--- config.mk ---
export PLATFORM = sky130hd
export DESIGN_NAME = pc_sequencer
export DESIGN_NICKNAME = d
export VERILOG_FILES = /design/src/rtl/pc_sequencer.sv
export SDC_FILE = /design/constraint.sdc
export NUM_CORES = 1
export LEC_CHECK = 0
export CAP_MARGIN = 40
export CORE_MARGIN = 1.5
export CORE_UTILIZATION = 50
export DETAILED_ROUTE_END_ITERATION = 8
export DONT_BUFFER_PORTS = 1
export HOLD_SLACK_MARGIN = 0.12
export PLACE_DENSITY_LB_ADDON = 0.15
export SYNTH_ARGS = -nofsm -noshare
export SYNTH_HDL_FRONTEND = slang
export SYNTH_SLANG_ARGS = --single-unit
export TNS_END_PERCENT = 5
--- constraint.sdc ---
create_clock -name clk -period 3.28 [get_ports clk]
set_input_delay 0.492 -clock clk [delete_from_list [all_inputs] [get_ports clk]]
set_output_delay 0.492 -clock clk [all_outputs]
set_load 0.02 [all_outputs]
--- src/rtl/pc_sequencer.sv ---
// -----------------------------------------------------------------------------
// pc_sequencer
//   Program counter for the fetch stage. It drives the instruction-memory
//   address and supports stall, absolute jump, conditional relative branch,
//   and call/return through an internal return-address stack. The stack has
//   sticky overflow and underflow flags.
//
//   Parameters
//     ADDR_W      address width; all PC arithmetic wraps modulo 2**ADDR_W
//     STACK_DEPTH number of return-stack entries (>= 1)
//     RESET_VEC   PC value loaded on reset
//
//   Ports
//     clk        in   rising-edge clock
//     Reset      in   asynchronous active-high reset
//     en         in   1: execute op this cycle, 0: stall (clr_err still acts)
//     op         in   000 INC, 001 JMP, 010 BRA, 011 CALL, 100 RET,
//                     101 HOLD, 11x INC
//     cond       in   branch condition for BRA
//     target     in   absolute destination for JMP/CALL
//     offset     in   two's-complement displacement for BRA
//     clr_err    in   synchronous clear of stack_ovf/stack_unf
//     addr       out  current PC (registered)
//     depth      out  entries currently held on the return stack
//     stack_ovf  out  sticky: CALL issued while the stack was full
//     stack_unf  out  sticky: RET issued while the stack was empty
// -----------------------------------------------------------------------------
module pc_sequencer #(
  parameter int                ADDR_W      = 6,
  parameter int                STACK_DEPTH = 4,
  parameter logic [ADDR_W-1:0] RESET_VEC   = '0
) (
  input  logic                             clk,
  input  logic                             Reset,
  input  logic                             en,
  input  logic [2:0]                       op,
  input  logic                             cond,
  input  logic [ADDR_W-1:0]                target,
  input  logic [ADDR_W-1:0]                offset,
  input  logic                             clr_err,
  output logic [ADDR_W-1:0]                addr,
  output logic [$clog2(STACK_DEPTH+1)-1:0] depth,
  output logic                             stack_ovf,
  output logic                             stack_unf
);

  localparam int DEPTH_W = $clog2(STACK_DEPTH + 1);
  localparam int PTR_W   = (STACK_DEPTH > 1) ? $clog2(STACK_DEPTH) : 1;
  localparam logic [DEPTH_W-1:0] FULL = DEPTH_W'(STACK_DEPTH);

  typedef enum logic [2:0] {
    OP_INC  = 3'b000,
    OP_JMP  = 3'b001,
    OP_BRA  = 3'b010,
    OP_CALL = 3'b011,
    OP_RET  = 3'b100,
    OP_HOLD = 3'b101
  } op_e;

  // Modular PC addition: the carry out of the top bit is simply dropped,
  // which gives both the max+1 -> 0 wrap and two's-complement offsets.
  function automatic logic [ADDR_W-1:0] wrap_add(input logic [ADDR_W-1:0] a,
                                                 input logic [ADDR_W-1:0] b);
    return a + b;
  endfunction

  // Return addresses are data only; they are never reset, and depth alone
  // decides which entries are valid.
  logic [ADDR_W-1:0]  ret_stack [2**PTR_W];

  logic [ADDR_W-1:0]  inc_addr;
  logic [ADDR_W-1:0]  addr_nxt;
  logic [DEPTH_W-1:0] depth_nxt;
  logic [PTR_W-1:0]   push_idx;
  logic [PTR_W-1:0]   pop_idx;
  logic               push;
  logic               ovf_evt;
  logic               unf_evt;
  logic               ovf_nxt;
  logic               unf_nxt;

  assign inc_addr = wrap_add(addr, ADDR_W'(1));
  // A push happens only when depth < STACK_DEPTH, so the truncation is lossless.
  assign push_idx = PTR_W'(depth);
  // This index is only used when depth > 0.
  assign pop_idx  = PTR_W'(depth - DEPTH_W'(1));

  always_comb begin
    addr_nxt  = addr;
    depth_nxt = depth;
    push      = 1'b0;
    ovf_evt   = 1'b0;
    unf_evt   = 1'b0;
    if (en) begin
      case (op)
        OP_JMP:  addr_nxt = target;
        OP_BRA:  addr_nxt = cond ? wrap_add(addr, offset) : inc_addr;
        OP_CALL: begin
          // The jump is always taken; only the push is dropped when the stack is full.
          addr_nxt = target;
          if (depth == FULL) begin
            ovf_evt = 1'b1;
          end else begin
            push      = 1'b1;
            depth_nxt = depth + DEPTH_W'(1);
          end
        end
        OP_RET: begin
          if (depth == '0) begin
            addr_nxt = inc_addr;
            unf_evt  = 1'b1;
          end else begin
            addr_nxt  = ret_stack[pop_idx];
            depth_nxt = depth - DEPTH_W'(1);
          end
        end
        OP_HOLD: addr_nxt = addr;
        default: addr_nxt = inc_addr;
      endcase
    end
    // A new error event overrides a same-cycle clear.
    ovf_nxt = ovf_evt | (stack_ovf & ~clr_err);
    unf_nxt = unf_evt | (stack_unf & ~clr_err);
  end

  always_ff @(posedge clk or posedge Reset) begin
    if (Reset) begin
      addr      <= RESET_VEC;
      depth     <= '0;
      stack_ovf <= 1'b0;
      stack_unf <= 1'b0;
    end else begin
      addr      <= addr_nxt;
      depth     <= depth_nxt;
      stack_ovf <= ovf_nxt;
      stack_unf <= unf_nxt;
    end
  end

  always_ff @(posedge clk) begin
    if (push) begin
      ret_stack[push_idx] <= inc_addr;
    end
  end

endmodule

### After elaboration in Yosys (flattened, before gate mapping)

Memories as Yosys holds them, arrays and structs flattened.
Cells that the tools add are included.

* output and inout port bits: 11
* memory bits (writable): 24
* input bits: 20
* memories: 1
* logic and storage cells: 45
* flip-flop bits (word level): 11

Memories
* ret_stack: words 4, width 6, read ports 1, clocked after Yosys merged registers in 0, wr ports 1, RTL line 69 `logic [ADDR_W-1:0] ret_stack [2**PTR_W];`

* add/subtract/negate cells: 4
* bitwise operators: 6
* reduce and logical (&&, ||, !) cells: 5
* multiplexer cells: 17
* equality and inequality tests: 8

Operators with widths (number)
* 6-bit case mux with 4 select lines: 1
* 6-bit 2-to-1 mux: 2
* 1-bit 2-to-1 mux: 11
* 3-bit equality test (second input constant): 3
* 6-bit by 1-bit adder with 6-bit output (second input constant): 1
* 6-bit adder: 1
* 3-bit by 2-bit equality test with 1-bit output (second input constant): 2
* 3-bit 2-to-1 mux: 2
* 3-bit case mux with 2 select lines: 1
* 2-bit != test (second input constant): 2
* 4-bit AND reduction: 1
* 3-bit by 1-bit adder with 3-bit output (second input constant): 1
* 3-bit by 1-bit equality test with 1-bit output (second input constant): 1
* 3-bit zero test: 1
* 3-bit by 1-bit subtractor with 3-bit output (second input constant): 1
* 1-bit bitwise AND: 2
* 1-bit inverter: 2
* 1-bit bitwise OR: 2
* 2-bit AND reduction: 1
* 2-bit nonzero test: 1
* 2-bit OR reduction: 1

### Depth between registers and ports, before layout

Gate-level depths: netlist of the first run.

* depth after elaboration: 6
* depth in mapped cells: 9
* depth with buffers taken out: 8

### Worst setup path before layout of the first run

OpenSTA, ideal clock, no wires.

* path kind: register to register
* start point: register depth[0]
* end point: register addr[1]
* library setup time: 149 ps
* slack: 934 ps
* arrival time: 2197 ps
* data required time: 3131 ps
* cell stages (with the launch flop): 9
* clock period less this slack: 2346 ps
* path buffers: 2
* cells stage by stage: dfrtp_1 > buf_6 > inv_1 > ha_1 > clkbuf_1 > mux4_2 > and3_4 > o41ai_2 > a31oi_1

* longest elaborated chain between the ends: 4
* elaborated cells between the ends (all ways): 5
* those cells by class: add/sub: 1; mux: 2; reduce/logical: 1; memory: 1

Ends and longest elaborated chain
* start: declaration: RTL line 42 `output logic [$clog2(STACK_DEPTH+1)-1:0] depth,`
* start signal: assignment: RTL line 134 `depth <= depth_nxt;`
* 3-bit by 1-bit subtractor with 3-bit output
* memory read 4 x 6 bit
* 6-bit 2-to-1 mux (*): RTL line 109 `if (depth == '0) begin`
* 6-bit case mux with 4 select lines (*): RTL line 95 `case (op)`
* end signal: assignment: RTL line 133 `addr <= addr_nxt;`
* end: declaration: RTL line 41 `output logic [ADDR_W-1:0] addr,`

Mark *: on every way between the ends. The rest lies on a longest branch, timed or not.
A chain may end at the register's enable or synchronous reset.

### Final worst setup path of the first run

* start point: register depth[1]
* end point: register addr[1]

Same word-level chain as after synthesis.

==> out/metrics.csv, run 1 <==
stage;metric;value;unit
cells_and_area;layout filler cell count;344;
route;residual DRC count;0;
pwr;Sw Ratio;0.3845;
pwr;Final Power;1.643;mW
placement;post-DP HPWL;3169;um
route;Post-Route WL;4145;um
cells_and_area;Layout area overhead;6.960;%
pwr;Comb pwr share;0.376;
placement;I/O Buffers;0;
worst_setup_path;critical path startpoint;depth[1]$_DFFE_PP0P_;
worst_setup_path;reg2reg start;depth[1]$_DFFE_PP0P_;
timing;worst-margin pin slew;610.4;ps
cells_and_area;non-filler cells, final;228;
clock_tree;Post-CTS Resized;0;
synth;Yosys top cell area share;0.3516;
die;die height;67.02;um
worst_setup_path;CP required;3420;ps
synth;Most used DFF post-synth;edfxtp_1;
placement;Setup WS pre-CTS;996.5;ps
timing;RSZ-0062 raised after global routing;false;
worst_setup_path;critical path class;flop to flop;
placement;RePlAce Congestion;0.8047;
die;Die Area;0.004492;mm^2
clock_tree;worst-skew pair later-pin latency;290;ps
pwr;maximum vdd drop;333.7;uV
pwr;Leak Pwr;0.8021;nW
global_routing;vias in the first global route;1354;
pwr;Internal;1.011;mW
pwr;NetSw;0.6316;mW
global_routing;first-pass GRT wire length;6506;um
timing;clock period minus worst slack;2269;ps
hold_path;HP Class;primary input to flop;
route;drt pass-1 iters;4;
clock_tree;Max Root-Sink Buffers;2;
synth;Synth warnings;0;
synth;Seq/Total Area, Yosys;0.4860;
synth;largest area contributor in the netlist;edfxtp_1;
die;core area;0.003971;mm^2
clock_tree;Clock Sinks;35;
timing;Slew headroom;0.5916;
die;# IOs;31;
route;Detailed Route Iter0 Violations;53;
synth;Post-synth EDFFs;24;
worst_setup_path;crit path capture type;flop;
timing;Final Slew Violations;0;
global_routing;initial antenna violation count;0;
pwr;Pwr Density;749.4;mW/mm^2
synth;ranking of synthesized cells by area;edfxtp_1, dfrtp_1, ha_1;
route;vias per cell;6.048;
route;ANT nets after route;0;
synth;count leader, synth;edfxtp_1;
cells_and_area;multi-input logic area;977.2;um^2
die;row count;23;
clock_tree;CTS tree;yes;
die;Starting Density;0.5161;
timing;Fin Clk Skew;7.950;ps
placement;placed instance count;219;
timing;Sum Neg Setup Slack;0;ps
synth;async set-or-reset flop fraction in the synthesized netlist;0.3143;
hold_path;Worst Min Path Start;clr_err;
worst_setup_path;critical path fanouts, max;7;
timing;Final Hold Viols;0;
route;wire length per cell;18.18;um
run;max cap viols;0;
timing;final setup margin;1011;ps
synth;Mapped Area;0.002049;mm^2
synth;post-synthesis area per instance;11.85;um^2
timing;setup violators final;0;
synth;register bit count reported by yosys;35;
cells_and_area;ant diodes;0;
timing;worst hold slack;290.5;ps
synth;distinct cell type count after synthesis;49;
clock_tree;CTS clk-pin slew, worst paths;80;ps
cells_and_area;fin nets;209;
global_routing;Global Route Usage Sum;0.2066;
cells_and_area;layout cell share with drive strength beyond 1;0.1236;
pwr;clock network fraction of total power;0.192;
synth;most frequent cells after synthesis;edfxtp_1, nor2_1, a21oi_1;
route;routed via count;1379;
clock_tree;CTS buffer count;5;
global_routing;GRT overflow;0;
global_routing;largest net degree at the start of global routing;14;
timing;fmax;0.4408;GHz
outcome;outcome;complete, no violations;
worst_setup_path;Critical Path AT;2410;ps
clock_tree;H-tree levels;2;
clock_tree;Clock Tree Root;clkbuf_8;
worst_setup_path;crit path launch type;flop;
pwr;Flop pwr share;0.432;
synth;syn_nets;205;
die;Die W;67.02;um
timing;Tcrit/Tclk final;0.6917;
synth;Syn Inst Count;173;
cells_and_area;Sequential Area;996.0;um^2
-- state kept, by name, indices dropped and copies added, names as in the netlist --
signal / count
addr: 6
depth: 3
ret_stack: 24
stack_ovf: 1
stack_unf: 1
-- per-layer routing --
layer  vias up  share of wire  GRT usage
met3         7          0.046    0.05236
met4         0          0.015    0.08929
met2        33           0.49     0.3292
met1       680           0.45     0.2652
li1        659              -          -
met5         -              0          0
-- logic make-up after synthesis --
family                   synth area share
flip-flops                         0.4860
AO/OA/AOI/OAI                      0.1551
adder cells (fa/ha/maj)           0.07692
buffers and inverters             0.03724
XOR/XNOR                          0.03419
multiplexers                      0.07509
AND/OR/NAND/NOR                    0.1355
-- cell type report --
class / count / area share
inverter: 12 / 0.02055
clock inverter: 3 / 0.01142
clock buffer: 5 / 0.03139
multi-input combinational: 121 / 0.4458
sequential: 35 / 0.4543
timing repair buffer: 2 / 0.007991
tap: 50 / 0.02854
-- stage by stage --
| step | instance area, um^2 | utilization |
|---|---|---|
| after floorplan | 2049 | - |
| after global placement | 2088 | 0.5258 |
| after detailed placement | 2088 | 0.5258 |
| after CTS | 2192 | 0.5520 |
| after global routing | 2192 | 0.5520 |
| final | 2192 | 0.5520 |
-- critical path: stages (launching register included) --
cell	delay, ps
dfrtp_1	520
inv_1	140
ha_1	480
mux4_2	340
and3_4	200
o41ai_2	330
a31oi_1	120
-- power by group through the flow --
stage | sequential, mW | clock [mW] | combinational, mW
4_1_cts | 0.709 | 0.332 | 0.624
3_3_place_gp | 0.715 | 0 | 0.597
5_1_grt | 0.719 | 0.347 | 0.691
2_1_floorplan | 0.710 | 0 | 0.489
3_5_place_dp | 0.720 | 0 | 0.621
6_report | 0.709 | 0.316 | 0.617
-- placed cells by master, fill, tap and decap left out, types with 2 or more instances in the layout --
cell and instances:
dfrtp_1 11, xnor2_1 6, nand2_1 5, inv_1 12, nor2b_1 4, and2_1 3, nand2b_1 2, clkinv_4 2
a21boi_1 3, o21a_1 2, mux4_2 4, clkbuf_8 5, nor2_1 16, o211ai_1 3, a31oi_1 2, o2111ai_1 2
edfxtp_1 24, o21ai_0 5, a21oi_1 13, a211oi_1 5, mux4_1 2, xor2_1 2, ha_1 11, nand3_1 8
-- final timing paths --
| check | to | slack [ps] | cells after the start |
|---|---|---|---|
| worst max-delay path | addr[1]$_DFFE_PP0P_ | 1010 | 6 |
| worst min-delay path | stack_unf$_DFF_PP0_ | 290 | 1 |
| worst max register to register | addr[1]$_DFFE_PP0P_ | 1010 | 6 |
| worst min register to register | depth[0]$_DFFE_PP0P_ | 620 | 2 |
| max in group asynchronous | addr[5]$_DFFE_PP0P_ | 2310 | 2 |
| min in group asynchronous | depth[2]$_DFFE_PP0P_ | 650 | 2 |
-- repair_timing --
item	CTS	global route
hold buffers	1	0
buffers inserted	0	0
endpoints found under the hold margin	11	0
Power figures use the tool's default switching activity.
==> inputs of run 2 (changes only) <==
- clock period: 3.28 -> 2.4 ns (I/O delays scaled with it)
==> run 2 against run 1 <==
Net effect: non-clock buffer count up 6; clock skew down 1.5 ps; via count is 2.2% higher; register-to-register slack got worse by 800 ps; worst hold slack worse by 130 ps; combinational power rose by 64%; largest cell class unchanged.
==> out/metrics.csv, run 2 (synthesized netlist as in run 1, its figures left out) <==
stage;metric;value;unit;change
outcome;outcome;complete, no violations;;unchanged
timing;Slew headroom;0.5422;;was 0.5916
run;max cap viols;0;;unchanged
timing;worst-margin pin slew;684.1;ps;was 610.4 ps
route;wire length per cell;18.52;um;was 18.18 um
worst_setup_path;Critical Path AT;2360;ps;was 2410 ps
timing;clock period minus worst slack;2185;ps;was 2269 ps
route;Detailed Route Iter0 Violations;57;;was 53
clock_tree;Post-CTS Resized;0;;unchanged
global_routing;Global Route Usage Sum;0.2104;;was 0.2066
pwr;Pwr Density;1034;mW/mm^2;was 749.4 mW/mm^2
cells_and_area;Largest register FFs;24;;unchanged
hold_path;Worst Min Path Start;clr_err;;unchanged
global_routing;first-pass GRT wire length;6672;um;was 6506 um
cells_and_area;non-filler cells, final;234;;was 228
die;row count;23;;unchanged
die;die height;67.02;um;unchanged
route;ANT nets after route;0;;unchanged
worst_setup_path;critical path fanouts, max;6;;was 7
timing;Tcrit/Tclk final;0.9103;;was 0.6917
route;residual DRC count;0;;unchanged
cells_and_area;Layout area overhead;8.730;%;was 6.960%
die;Starting Density;0.5161;;unchanged
clock_tree;CTS clk-pin slew, worst paths;70;ps;was 80 ps
cells_and_area;largest reg by FF count;ret_stack;;unchanged
worst_setup_path;critical path class;flop to flop;;unchanged
global_routing;GRT overflow;0;;unchanged
cells_and_area;layout filler cell count;334;;was 344
clock_tree;CTS Hold Bufs;1;;unchanged
cells_and_area;fin nets;215;;was 209
die;Die W;67.02;um;unchanged
pwr;Final Power;2.305;mW;was 1.643 mW
pwr;maximum vdd drop;547.5;uV;was 333.7 uV
clock_tree;worst-skew pair later-pin latency;280;ps;was 290 ps
cells_and_area;commonest non-fill, non-tap cell in the layout;edfxtp_1;;unchanged
worst_setup_path;reg2reg start;addr[1]$_DFFE_PP0P_;;was depth[1]$_DFFE_PP0P_
timing;Final Hold Viols;0;;unchanged
worst_setup_path;R2R depth;6;;unchanged
cells_and_area;ant diodes;0;;unchanged
timing;Sum Neg Setup Slack;0;ps;unchanged
global_routing;initial antenna violation count;0;;unchanged
clock_tree;CTS tree;yes;;unchanged
route;vias per cell;6.021;;was 6.048
placement;post-DP HPWL;3352;um;was 3169 um
worst_setup_path;FF-to-FF setup slack;220;ps;was 1010 ps
timing;RSZ-0062 raised after global routing;false;;unchanged
placement;RePlAce Congestion;0.7798;;was 0.8047
die;# IOs;31;;unchanged
clock_tree;CTS buffer count;5;;unchanged
global_routing;global routing met3 resource utilization;0.05405;;was 0.05236
clock_tree;Post-CTS Setup Bufs;0;;unchanged
clock_tree;Clock Tree Root;clkbuf_8;;unchanged
hold_path;HP Class;primary input to flop;;unchanged
cells_and_area;Largest regs;ret_stack: 24 flops, addr: 6 flops, depth: 3 flops;;unchanged
placement;I/O Buffers;0;;unchanged
global_routing;largest net degree at the start of global routing;12;;was 14
global_routing;met2 usage;0.3589;;was 0.3292
die;core area;0.003971;mm^2;unchanged
global_routing;grt peak-use layer;met2;;unchanged
clock_tree;H-tree levels;2;;unchanged
worst_setup_path;worst setup path end;addr[5]$_DFFE_PP0P_;;was addr[1]$_DFFE_PP0P_
worst_setup_path;CP required;2580;ps;was 3420 ps
pwr;Leak Pwr;0.8272;nW;was 0.8021 nW
clock_tree;Max Root-Sink Buffers;2;;unchanged
timing;setup violators final;0;;unchanged
die;Die Area;0.004492;mm^2;unchanged
cells_and_area;layout cell share with drive strength beyond 1;0.1467;;was 0.1236
cells_and_area;Core Util, Final;0.5611;;was 0.5520
worst_setup_path;crit path capture type;flop;;unchanged
timing;fmax;0.4577;GHz;was 0.4408 GHz
worst_setup_path;critical path startpoint;addr[1]$_DFFE_PP0P_;;was depth[1]$_DFFE_PP0P_
timing;Fin Clk Skew;6.433;ps;was 7.950 ps
worst_setup_path;reg2reg end;addr[5]$_DFFE_PP0P_;;was addr[1]$_DFFE_PP0P_
worst_setup_path;crit path launch type;flop;;unchanged
global_routing;met1 usage;0.2561;;was 0.2652
cells_and_area;most frequent cells in the layout;edfxtp_1, nor2_1, a21oi_1;;unchanged
route;drt pass-1 iters;4;;unchanged
placement;placed instance count;225;;was 219
route;routed via count;1409;;was 1379
route;Post-Route WL;4333;um;was 4145 um
global_routing;vias in the first global route;1425;;was 1354
clock_tree;Clock Sinks;35;;unchanged
timing;Final Slew Violations;0;;unchanged
-- run 2: cell types whose count changed in the layout (fill, tap and decap cells not counted), sizes merged --
cell | before | now
clkinv | 2 | 1
buf | 1 | 7
clkbuf | 5 | 6
-- run 2: where the power goes --
group          switching [mW]  internal, mW
Combinational           0.574         0.440
Clock                   0.195         0.202
Sequential             0.0979         0.795
Total                   0.867          1.44
-- run 2: worst min path at each step --
stage | end | cells after the start
2_1_floorplan | addr[0]$_DFFE_PP0P_ | 1
3_3_place_gp | stack_ovf$_DFF_PP0_ | 1
3_5_place_dp | stack_ovf$_DFF_PP0_ | 1
4_1_cts | stack_unf$_DFF_PP0_ | 1
5_1_grt | stack_unf$_DFF_PP0_ | 1
6_report | stack_unf$_DFF_PP0_ | 1
-- run 2: through the flow --
| stage | instance area (um^2) | hold slack, ps | setup WS, ps |
|---|---|---|---|
| 2_1_floorplan | 2049 | 212.4 | 53.71 |
| 3_3_place_gp | 2133 | 273.1 | 368.4 |
| 3_5_place_dp | 2133 | 281.7 | 247.1 |
| 4_1_cts | 2228 | 154.6 | 212.3 |
| 5_1_grt | 2228 | 147.9 | 93.39 |
| 6_report | 2228 | 162.4 | 215.2 |
-- run 2: final cells by class --
cell class              instances  area [um^2]  share of cell area
flip-flops and latches         35        996.0              0.4469
multi-input cells             121        977.2              0.4385
clock buffers                   6        72.57             0.03257
repair buffers                  8        62.56             0.02807
well taps                      50        62.56             0.02807
inverters                      12        45.04             0.02021
clock inverters                 2        12.51            0.005615
-- run 2: metal layers --
layer / wire [um] / up-vias
met5: 0 / -
met4: 20 / 0
met3: 215 / 2
met2: 2176 / 37
met1: 1920 / 694
li1: - / 676
-- run 2: critical path, stage by stage (launching register included) --
cell and delay [ps]:
dfrtp_1 540, ha_1 310, a211oi_1 400, or4b_1 180, o2111ai_1 150, a21bo_2 250
a211oi_1 250
